==> src/rtl/keypad_scanner.sv <==
// 4x4 matrix keypad scanner: walks an active-low column, registers the first key seen and holds it until release.
// Optional macro KEYPAD_GHOST_REJECT_EN: ignore scans where more than one row reads low on the active column.
module keypad_scanner #(
  parameter int unsigned SCAN_DIV      = 27000,
  parameter int unsigned RELEASE_TICKS = 3
) (
  input  logic       clk,
  input  logic       rst,
  input  logic [3:0] row_n,
  output logic [3:0] col_n,
  output logic       key_pressed,
  output logic [3:0] key_code,
  output logic       key_valid
);

  localparam int unsigned DIV_W = (SCAN_DIV > 1) ? $clog2(SCAN_DIV) : 1;
  localparam int unsigned REL_W = (RELEASE_TICKS > 0) ? $clog2(RELEASE_TICKS + 1) : 1;
  localparam logic [DIV_W-1:0] DIV_LAST = DIV_W'(SCAN_DIV - 1);
  localparam logic [REL_W-1:0] REL_DONE = REL_W'(RELEASE_TICKS);

  typedef enum logic {
    ST_SCAN,
    ST_PRESSED
  } state_e;

  state_e           state_q;
  logic [3:0]       sync1_q;
  logic [3:0]       row_s_q;
  logic [DIV_W-1:0] div_q;
  logic [REL_W-1:0] rel_q;
  logic [1:0]       col_idx_q;
  logic [3:0]       col_n_q;
  logic             key_pressed_q;
  logic [3:0]       key_code_q;
  logic             key_valid_q;

  logic [3:0]       low_c;
  logic [1:0]       win_row_c;
  logic             accept_c;
  logic             tick_c;
  logic [1:0]       col_next_c;
  logic [REL_W-1:0] rel_inc_c;

  assign tick_c     = (div_q == DIV_LAST);
  assign low_c      = ~row_s_q;
  assign col_next_c = col_idx_q + 2'd1;
  assign rel_inc_c  = rel_q + REL_W'(1);

  // Lowest-index low row wins
  always_comb begin
    win_row_c = 2'd0;
    casez (low_c)
      4'b???1: win_row_c = 2'd0;
      4'b??10: win_row_c = 2'd1;
      4'b?100: win_row_c = 2'd2;
      4'b1000: win_row_c = 2'd3;
      default: win_row_c = 2'd0;
    endcase
  end

  always_comb begin
    accept_c = 1'b0;
`ifdef KEYPAD_GHOST_REJECT_EN
    // More than one low row on a column is treated as no key at all
    accept_c = (|low_c) && ((low_c & (low_c - 4'd1)) == 4'd0);
`else
    accept_c = |low_c;
`endif
  end

  always_ff @(posedge clk) begin
    if (rst) begin
      state_q       <= ST_SCAN;
      sync1_q       <= 4'b1111;
      row_s_q       <= 4'b1111;
      div_q         <= '0;
      rel_q         <= '0;
      col_idx_q     <= 2'd0;
      col_n_q       <= 4'b1110;
      key_pressed_q <= 1'b0;
      key_code_q    <= 4'd0;
      key_valid_q   <= 1'b0;
    end else begin
      sync1_q     <= row_n;
      row_s_q     <= sync1_q;
      key_valid_q <= 1'b0;
      div_q       <= tick_c ? '0 : div_q + DIV_W'(1);

      if (tick_c) begin
        unique case (state_q)
          ST_SCAN: begin
            if (accept_c) begin
              key_code_q    <= {win_row_c, col_idx_q};
              key_pressed_q <= 1'b1;
              key_valid_q   <= 1'b1;
              rel_q         <= '0;
              state_q       <= ST_PRESSED;
            end else begin
              col_idx_q <= col_next_c;
              col_n_q   <= ~(4'b0001 << col_next_c);
            end
          end
          ST_PRESSED: begin
            // Release needs RELEASE_TICKS consecutive all-high ticks
            if (row_s_q == 4'b1111) begin
              if (rel_inc_c == REL_DONE) begin
                rel_q         <= '0;
                key_pressed_q <= 1'b0;
                col_idx_q     <= col_next_c;
                col_n_q       <= ~(4'b0001 << col_next_c);
                state_q       <= ST_SCAN;
              end else begin
                rel_q <= rel_inc_c;
              end
            end else begin
              rel_q <= '0;
            end
          end
          default: state_q <= ST_SCAN;
        endcase
      end
    end
  end

  assign col_n       = col_n_q;
  assign key_pressed = key_pressed_q;
  assign key_code    = key_code_q;
  assign key_valid   = key_valid_q;

endmodule

==> config.mk <==
export PLATFORM = sky130hd
export DESIGN_NAME = keypad_scanner
export DESIGN_NICKNAME = d
export VERILOG_FILES = /design/src/rtl/keypad_scanner.sv
export SDC_FILE = /design/constraint.sdc
export NUM_CORES = 1
export LEC_CHECK = 0
export BUFFER_PORTS_ARGS = -buffer_cell sky130_fd_sc_hd__clkbuf_2
export CORE_AREA = 3 3 64 66
export CTS_CLUSTER_DIAMETER = 150
export CTS_CLUSTER_SIZE = 14
export DETAILED_ROUTE_END_ITERATION = 6
export DIE_AREA = 0 0 67 69
export MAX_ROUTING_LAYER = met4
export PLACE_DENSITY_LB_ADDON = 0.3
export SYNTH_ARGS = -nofsm -noshare
export SYNTH_HDL_FRONTEND = slang
export SYNTH_SLANG_ARGS = --single-unit
==> constraint.sdc <==
create_clock -name clk -period 2.6 [get_ports clk]
set_clock_uncertainty 0.05 [all_clocks]
set_input_delay 0.52 -clock clk [delete_from_list [all_inputs] [get_ports clk]]
set_output_delay 0.52 -clock clk [all_outputs]
set_load 0.01 [all_outputs]
==> results of run 1 <==
metal layers:
metal	part of all wire, %	vias to the layer above	track usage, %	wire, um
li1	-	630	-	-
met1	46	597	17.7	1420
met2	49	27	22.7	1500
met3	4.2	4	3.91	129
met4	0.91	0	7.43	28
met5	0	-	-	0
layout make-up:
class                           count  area share [%]
Tap cell                           48            3.30
Inverter                            6            1.24
Clock buffer                        6            4.54
Timing Repair Buffer               15            4.13
Clock inverter                      2           0.688
Sequential cell                    38            41.8
Multi-Input combinational cell    118            44.3
synthesized netlist by cell type, types with 2 or more instances:
library cell | instances | area, sq um
and3_1 | 2 | 12.5
nand4b_1 | 2 | 17.5
or2_2 | 8 | 50.1
nand3_1 | 5 | 25.0
a31oi_1 | 2 | 12.5
nor2_1 | 18 | 67.6
ha_1 | 5 | 62.6
nor4_1 | 2 | 12.5
nand4_1 | 6 | 37.5
xnor2_1 | 9 | 78.8
inv_1 | 6 | 22.5
mux2i_1 | 3 | 30.0
xor2_1 | 4 | 35.0
nand4bb_1 | 2 | 22.5
a21oi_1 | 8 | 40.0
a211oi_1 | 3 | 22.5
nand2_1 | 8 | 30.0
dfxtp_1 | 38 | 761
nand3b_1 | 2 | 15.0
nor3_1 | 3 | 15.0
clkbuf_1 | 4 | 15.0
and4_1 | 4 | 35.0
o21ai_0 | 5 | 25.0
metrics by stage:
step	instance area, sq um	std cells	util [%]	hold slack (ps)
floorplan	1620	168	-	339
global placement	1720	225	47.4	341
detailed placement	1720	225	47.4	343
CTS	1820	233	50.0	351
global route	1820	233	50.0	360
finish	1820	233	50.0	359
where the power goes:
part           switching (mW)  internal [mW]
Sequential            0.00685          0.591
Combinational          0.0241         0.0133
Clock                   0.201          0.213
state kept, by name (all words and copies together), names as in the netlist, 2 cells and up:
signal / count
col_idx_q: 2
col_n: 4
div_q: 15
key_code: 4
rel_q: 2
row_s_q: 4
sync1_q: 4
cell families (layout without fill, tap and decap cells):
| kind of cell | count (synthesis) | in the layout | synth area share [%] |
|---|---|---|---|
| adders and majority gates | 5 | 5 | 3.87 |
| buffers and inverters | 12 | 29 | 3.10 |
| DFF | 38 | 38 | 47.1 |
| xor gates and xnor gates | 13 | 13 | 7.05 |
| muxes | 3 | 3 | 1.86 |
| AOI/OAI and AO/OA | 23 | 23 | 8.91 |
| and+or+nand+nor | 74 | 74 | 28.1 |
path summary, 6_finish.rpt:
| check | cells after the start | endpoint | startpoint | slack [ps] |
|---|---|---|---|---|
| worst max-delay path | 5 | div_q[7] | div_q[0] | 460 |
| worst min-delay path | 2 | sync1_q[0] | row_n[0] | 360 |
| worst max register to register | 5 | div_q[7] | div_q[0] | 460 |
| worst min register to register | 1 | row_s_q[0] | sync1_q[0] | 360 |
==> results_dict.tcl, run 1 <==
set metrics [dict create \
    synth_area_sq_um 1620 \
    ant_nets 0 \
    multi_input_area_sq_um 805 \
    crit_buf_inv 0 \
    die_height_um 69 \
    finalNetCount 195 \
    grt_max_degree 20 \
    rows 22 \
    drive_above_1_share_pct 18.9 \
    drv_cap 0 \
    hold_violations 0 \
    diodes 0 \
    drc 0 \
    clkLatencyLatePin_ps 290 \
    clk_path_buf_depth 2 \
    synth_nets 179 \
    synth_edf_count 0 \
    fmax_ghz 0.467 \
    gr-usage-all-layers_pct 14.9 \
    cts_hold_buf 0 \
    critical_path_required_ps 2710 \
    synth-main-ff-cell "dfxtp_1" \
    postCtsSetupBuffers 0 \
    max-slew-margin-rel_pct 52.2 \
    p_leak_nw 0.652 \
    synthArstFlopShare_pct 0 \
    pre_cts_slack_ps 477 \
    core-area_sq_um 3630 \
    cp_slowest_stage_delay_ps 640 \
    arrival_ps 2260 \
    fin_crit_sh_pct 82.4 \
    die_area_sq_um 4620 \
    path_clk_slew_ps 70 \
    peakVddDrop_v 0.000370 \
    cp_top_family "simple AND/OR/NAND/NOR gates" \
    rsz0062_at_grt "no" \
    startpoint_type "register" \
    hold_class "input pin to register" \
    num_io_pins 16 \
    wl_um 3080 \
    synth_seq_cells 38 \
    dp_hpwl_um 2230 \
    grt_pass1_vias 1163 \
    start_util_pct 44.5 \
    place.gp.congestion 0.818 \
    portBuffers 15 \
    yosysSeqAreaShare_pct 47.1 \
    path_cells "ha_1 -> nand4b_1 -> or4_1 -> nand2_1 -> nor2_1" \
    outcome "completed" \
    numCtsBuffers 5 \
    yosys_warnings 0 \
    final_common_cell "dfxtp_1" \
    overflow 0 \
    dr_total_vias 1258 \
    die_x_um 67 \
    slew_violations 0 \
    syn_to_final_growth_pct 12.5 \
    syn_area_per_cell_sq_um 9.61 \
    routedWlPerCell_um 13.2 \
    power_mw 1.05 \
    critical_path_class "register to register" \
    drt_pass1_iterations 4 \
    ctsResizeCount 0 \
    tritoncts "built" \
    yosys.cell_types.count 42 \
    setup_ws_ps 456 \
    htree_levels 2 \
    final_cell_mix "dfxtp_1 (38), nor2_1 (18), clkbuf_2 (15)" \
    cts.sinks 38 \
    setup_viol 0 \
    crit_path_max_fanout 13 \
    tns_ps 0 \
    regArea_sq_um 761 \
    antenna_found_initial 0 \
    grt_pass1_wl_um 5160 \
    via_per_inst 5.40 \
    drt-initial-drc-count 20 \
    critPathCaptureType "register" \
    syn_inst 168 \
    tightest_slew_ps 711 \
    cts_root_buf "clkbuf_8" \
    cp_slowest_cell "or4_1" \
    period_needed_ps 2140 \
    fillers 362 \
    power_per_cell_area_nw_per_um2 578 \
]
Note: power is estimated with default switching activity, not from simulation.
==> inputs of run 2 (changes only) <==
clock period = 1.8 ns   (was 2.6 ns; I/O delays follow)
==> run 2 against run 1 <==
  * Combinational power grew 100%
  * Global-route usage is 1.2 points higher
  * Total power is 45% higher
  * Final cell count grew 8.2%
  * Core utilization grew 5.9 points
  * Sequential power grew 44%
  * Register-to-register slack worse by 450 ps
  * Critical path depth fell by 1
  * Setup slack got worse by 450 ps
  * Die area did not move
  * Count of clock-buffer cells in the layout up 1
  * Hold slack lost 150 ps
==> results_dict.tcl, run 2 (synthesis gave the netlist of run 1 again) <==
set metrics [dict create \
    drt_pass1_iterations 4 \
    diodes 0 \
    arrival_ps 1920 \
    tritoncts "built" \
    drive_above_1_share_pct 31.9 \
    clk_path_buf_depth 2 \
    power_per_cell_area_nw_per_um2 749 \
    drt-initial-drc-count 47 \
    hold_class "input pin to register" \
    cts_root_buf "clkbuf_8" \
    setup_viol 0 \
    p_leak_nw 0.759 \
    clkLatencyLatePin_ps 280 \
    largest_reg_flops 15 \
    drc 0 \
    slew_violations 0 \
    fmax_ghz 0.557 \
    critical_path_class "register to register" \
    syn_to_final_growth_pct 25.8 \
    ant_nets 0 \
    fin_util_pct 55.9 \
    die_height_um 69 \
    fin_cells 252 \
    hold_violations 0 \
    path_cells "nand4bb_1 -> or4_4 -> o311a_1 -> a41o_1" \
    startpoint_type "register" \
    antenna_found_initial 0 \
    start_util_pct 44.5 \
    wl_um 3190 \
    numCtsBuffers 5 \
    place_inst 243 \
    die_area_sq_um 4620 \
    fin_crit_sh_pct 99.7 \
    portBuffers 15 \
    path_clk_slew_ps 70 \
    max-slew-margin-rel_pct 69.9 \
    holdPathStages 2 \
    cts.sinks 38 \
    grt_pass1_vias 1288 \
    final_cell_mix "dfxtp_1 (33), nor2_1 (18), buf_4 (18)" \
    cts_hold_buf 0 \
    dp_hpwl_um 2350 \
    fin_area_sq_um 2030 \
    grt_pass1_wl_um 5610 \
    crit_buf_inv 0 \
    peakVddDrop_v 0.000524 \
    cp_top_family "simple AND/OR/NAND/NOR gates" \
    cp_slowest_stage_delay_ps 570 \
    outcome "completed" \
    finalNetCount 214 \
    gr-usage-all-layers_pct 16.1 \
    rsz0062_at_grt "yes" \
    grt_max_degree 19 \
    tightest_slew_ps 452 \
    cp_slowest_cell "or4_4" \
    via_per_inst 5.15 \
    htree_levels 2 \
    critPathCaptureType "register" \
    critical_path_required_ps 1930 \
    overflow 0 \
    rows 22 \
    largest-register "div_q" \
    routedWlPerCell_um 12.7 \
    num_io_pins 16 \
    crit_path_max_fanout 6 \
    dr_total_vias 1299 \
    drv_cap 0 \
    rr_worst_depth 4 \
    place.gp.congestion 0.874 \
    core-area_sq_um 3630 \
    die_x_um 67 \
    final_common_cell "dfxtp_1" \
    placed_area_sq_um 1880 \
    period_needed_ps 1800 \
    cp_num_cells 4 \
]
run 2: repair_timing:
| item | in CTS | in global routing |
|---|---|---|
| setup buffers | 0 | 1 |
| endpoints found under the setup margin | 0 | 22 |
| resized for setup | 0 | 15 |
run 2: report_power, final:
group	internal (mW)	switching, mW
clock	0.309	0.273
sequential	0.854	0.00951
combinational	0.0343	0.0418
total	1.20	0.325
run 2: path summary, 6_finish.rpt:
path,start,to,slack [ps]
worst max register to register,div_q[9],key_code[2],5
worst min-delay path,row_n[2],sync1_q[2],210
worst max-delay path,div_q[9],key_code[2],5
worst min register to register,sync1_q[1],row_s_q[1],360
run 2: metrics by stage:
stage	setup TNS [ps]	setup WS (ps)	power (mW)	hold slack (ps)
2_1_floorplan	0	1.11	0.923	339
3_3_place_gp	0	52.3	0.951	342
3_5_place_dp	0	8.81	0.954	346
4_1_cts	0	2.99	1.53	198
5_1_grt	-79.1	-34.9	1.59	204
6_report	0	4.89	1.52	207
run 2: cell type report:
cell class,instances,area (sq um)
clock inverter,1,5.00
fill,338,1600
inverter,6,22.5
clock buffer,7,86.3
sequential,38,769
timing repair buffer,34,230
tap,48,60.1
multi-input combinational,118,858
run 2: routing by layer:
metal | share of wire, % | wire length (um) | vias up | GRT usage (%)
met5 | 0 | 0 | - | -
met4 | 1.3 | 40 | 0 | 5.63
met3 | 4.8 | 153 | 4 | 5.70
met2 | 49 | 1560 | 24 | 24.3
met1 | 45 | 1440 | 605 | 19.7
li1 | - | - | 666 | -
==> inputs of run 3 (changes only) <==
PLACE_DENSITY = 0.65   (was unset)
PLACE_DENSITY_LB_ADDON = unset   (was 0.3)
==> run 3 against run 2 <==
  * Combinational power is 3.0% higher
  * Via count is 1.3% higher
  * Final cell count stayed put
  * Highest routed layer unchanged
  * Sequential power hardly changed
  * Routed wire length is 0.56% higher
==> results_dict.tcl, run 3 (synthesis gave the netlist of run 1 again) <==
set metrics [dict create \
    finalNetCount 214 \
    die_area_sq_um 4620 \
    path_cells "nand4bb_1 -> or4_4 -> o311a_1 -> a41o_1" \
    drc 0 \
    drv_cap 0 \
    cts_root_buf "clkbuf_8" \
    place.gp.congestion 0.817 \
    arrival_ps 1890 \
    clkLatencyLatePin_ps 290 \
    syn_to_final_growth_pct 26.6 \
    tightest_slew_ps 423 \
    drt-initial-drc-count 53 \
    outcome "completed" \
    cp_slowest_cell "or4_4" \
    htree_levels 2 \
    peakVddDrop_v 0.000576 \
    dr_wl_met3_um 145 \
    routedWlPerCell_um 12.7 \
    crit_buf_inv 0 \
    diodes 0 \
    clk_path_buf_depth 2 \
    path_clk_slew_ps 80 \
    hold_violations 0 \
    critPathCaptureType "register" \
    numCtsBuffers 5 \
    portBuffers 15 \
    tritoncts "built" \
    internal_power_mw 1.48 \
    wl_met2_um 1590 \
    start_util_pct 44.5 \
    pre_cts_slack_ps -6.99 \
    wl_um 3210 \
    rsz0062_at_grt "yes" \
    top_layer "met4" \
    crit_path_max_fanout 6 \
    combPwrFrac_pct 4.3 \
    netSwitchingFraction_pct 18.9 \
    ant_nets 0 \
    dp_hpwl_um 2330 \
    max-slew-margin-rel_pct 71.5 \
    overflow 0 \
    slew_violations 0 \
    setup_ws_ps 50.9 \
    drt-met1-wl_um 1450 \
    gr-usage-all-layers_pct 16.4 \
    grt_pass1_vias 1333 \
    cp_slowest_stage_delay_ps 560 \
    via_per_inst 5.22 \
    setup_viol 0 \
    final_cell_mix "dfxtp_1 (35), nor2_1 (18), buf_4 (18)" \
    dr_total_vias 1316 \
    power_per_cell_area_nw_per_um2 894 \
    drt_pass1_iterations 4 \
    die_height_um 69 \
    fillers 328 \
    largest-register "div_q" \
    num_io_pins 16 \
    core-area_sq_um 3630 \
    fmax_ghz 0.572 \
    drive_above_1_share_pct 29.4 \
    critical_path_class "register to register" \
    startpoint_type "register" \
    placed_area_sq_um 1880 \
    critical_path_required_ps 1940 \
    fin_crit_sh_pct 97.2 \
    cp_top_family "simple AND/OR/NAND/NOR gates" \
    multi_input_area_sq_um 826 \
    p_leak_nw 0.779 \
    cts_hold_buf 0 \
    pwr-share-seq_pct 47.3 \
    net-switching-power_mw 0.345 \
    largest_reg_flops 15 \
    cts.sinks 38 \
    power_mw 1.83 \
    regArea_sq_um 764 \
    clkPwrFrac_pct 48.4 \
    grt_max_degree 19 \
    hold_class "input pin to register" \
    fin_area_sq_um 2050 \
    antenna_found_initial 0 \
    rows 22 \
    final_common_cell "dfxtp_1" \
    grt_pass1_wl_um 5840 \
    die_x_um 67 \
    period_needed_ps 1750 \
]
## run 3: changes by cell type in the layout (fill, tap and decap cells not counted), sizes merged
| cell | previous run | this run |
|---|---|---|
| bufinv | 0 | 2 |
| clkbuf | 22 | 21 |
| clkinv | 1 | 0 |
## run 3: area by class of cell
cell class                      instances  share of cell area [%]
Clock buffer                            6                    4.04
Timing Repair Buffer                   34                    11.3
Sequential cell                        38                    37.4
Inverter                                6                    1.10
Tap cell                               48                    2.94
Clock inverter                          2                    2.94
Multi-Input combinational cell        118                    40.4
## run 3: worst register-to-register path: stages, from the launching register on
cell	delay, ps
dfxtp_1	340
nand4bb_1	200
or4_4	560
o311a_1	310
a41o_1	200
## run 3: path summary, 6_finish.rpt
| path | to | slack [ps] | depth (start not counted) | from |
|---|---|---|---|---|
| max reg2reg | key_code[2] | 50 | 4 | div_q[9] |
| min | sync1_q[1] | 200 | 2 | row_n[1] |
| min reg2reg | row_s_q[2] | 370 | 1 | sync1_q[2] |
| max | key_code[2] | 50 | 4 | div_q[9] |
## run 3: layer usage
layer | vias up | track usage [%]
li1 | 664 | -
met1 | 623 | 21.2
met2 | 25 | 23.4
met3 | 4 | 6.19
met4 | 0 | 5.18
met5 | - | -
## run 3: power by group through the flow
stage                     Sequential, mW  Clock [mW]  Combinational, mW
after floorplan                    0.881           0             0.0418
after global placement             0.880           0             0.0745
after detailed placement           0.881           0             0.0759
after CTS                          0.863       0.900             0.0776
after global routing               0.866       0.941             0.0878
final                              0.865       0.885             0.0784
## run 3: timing repair
item,CTS,global route
endpoints found under the setup margin,1,24
buffers inserted,0,0
pin swaps,0,1
resized for setup,1,4
## run 3: through the flow
stage	setup TNS (ps)	hold slack [ps]	instances	util (%)
6_report	0	197	252	56.3
5_1_grt	-185	190	252	56.3
4_1_cts	0	193	252	56.1
3_5_place_dp	-6.99	352	244	51.9
3_3_place_gp	0	341	244	51.9
2_1_floorplan	0	339	168	-
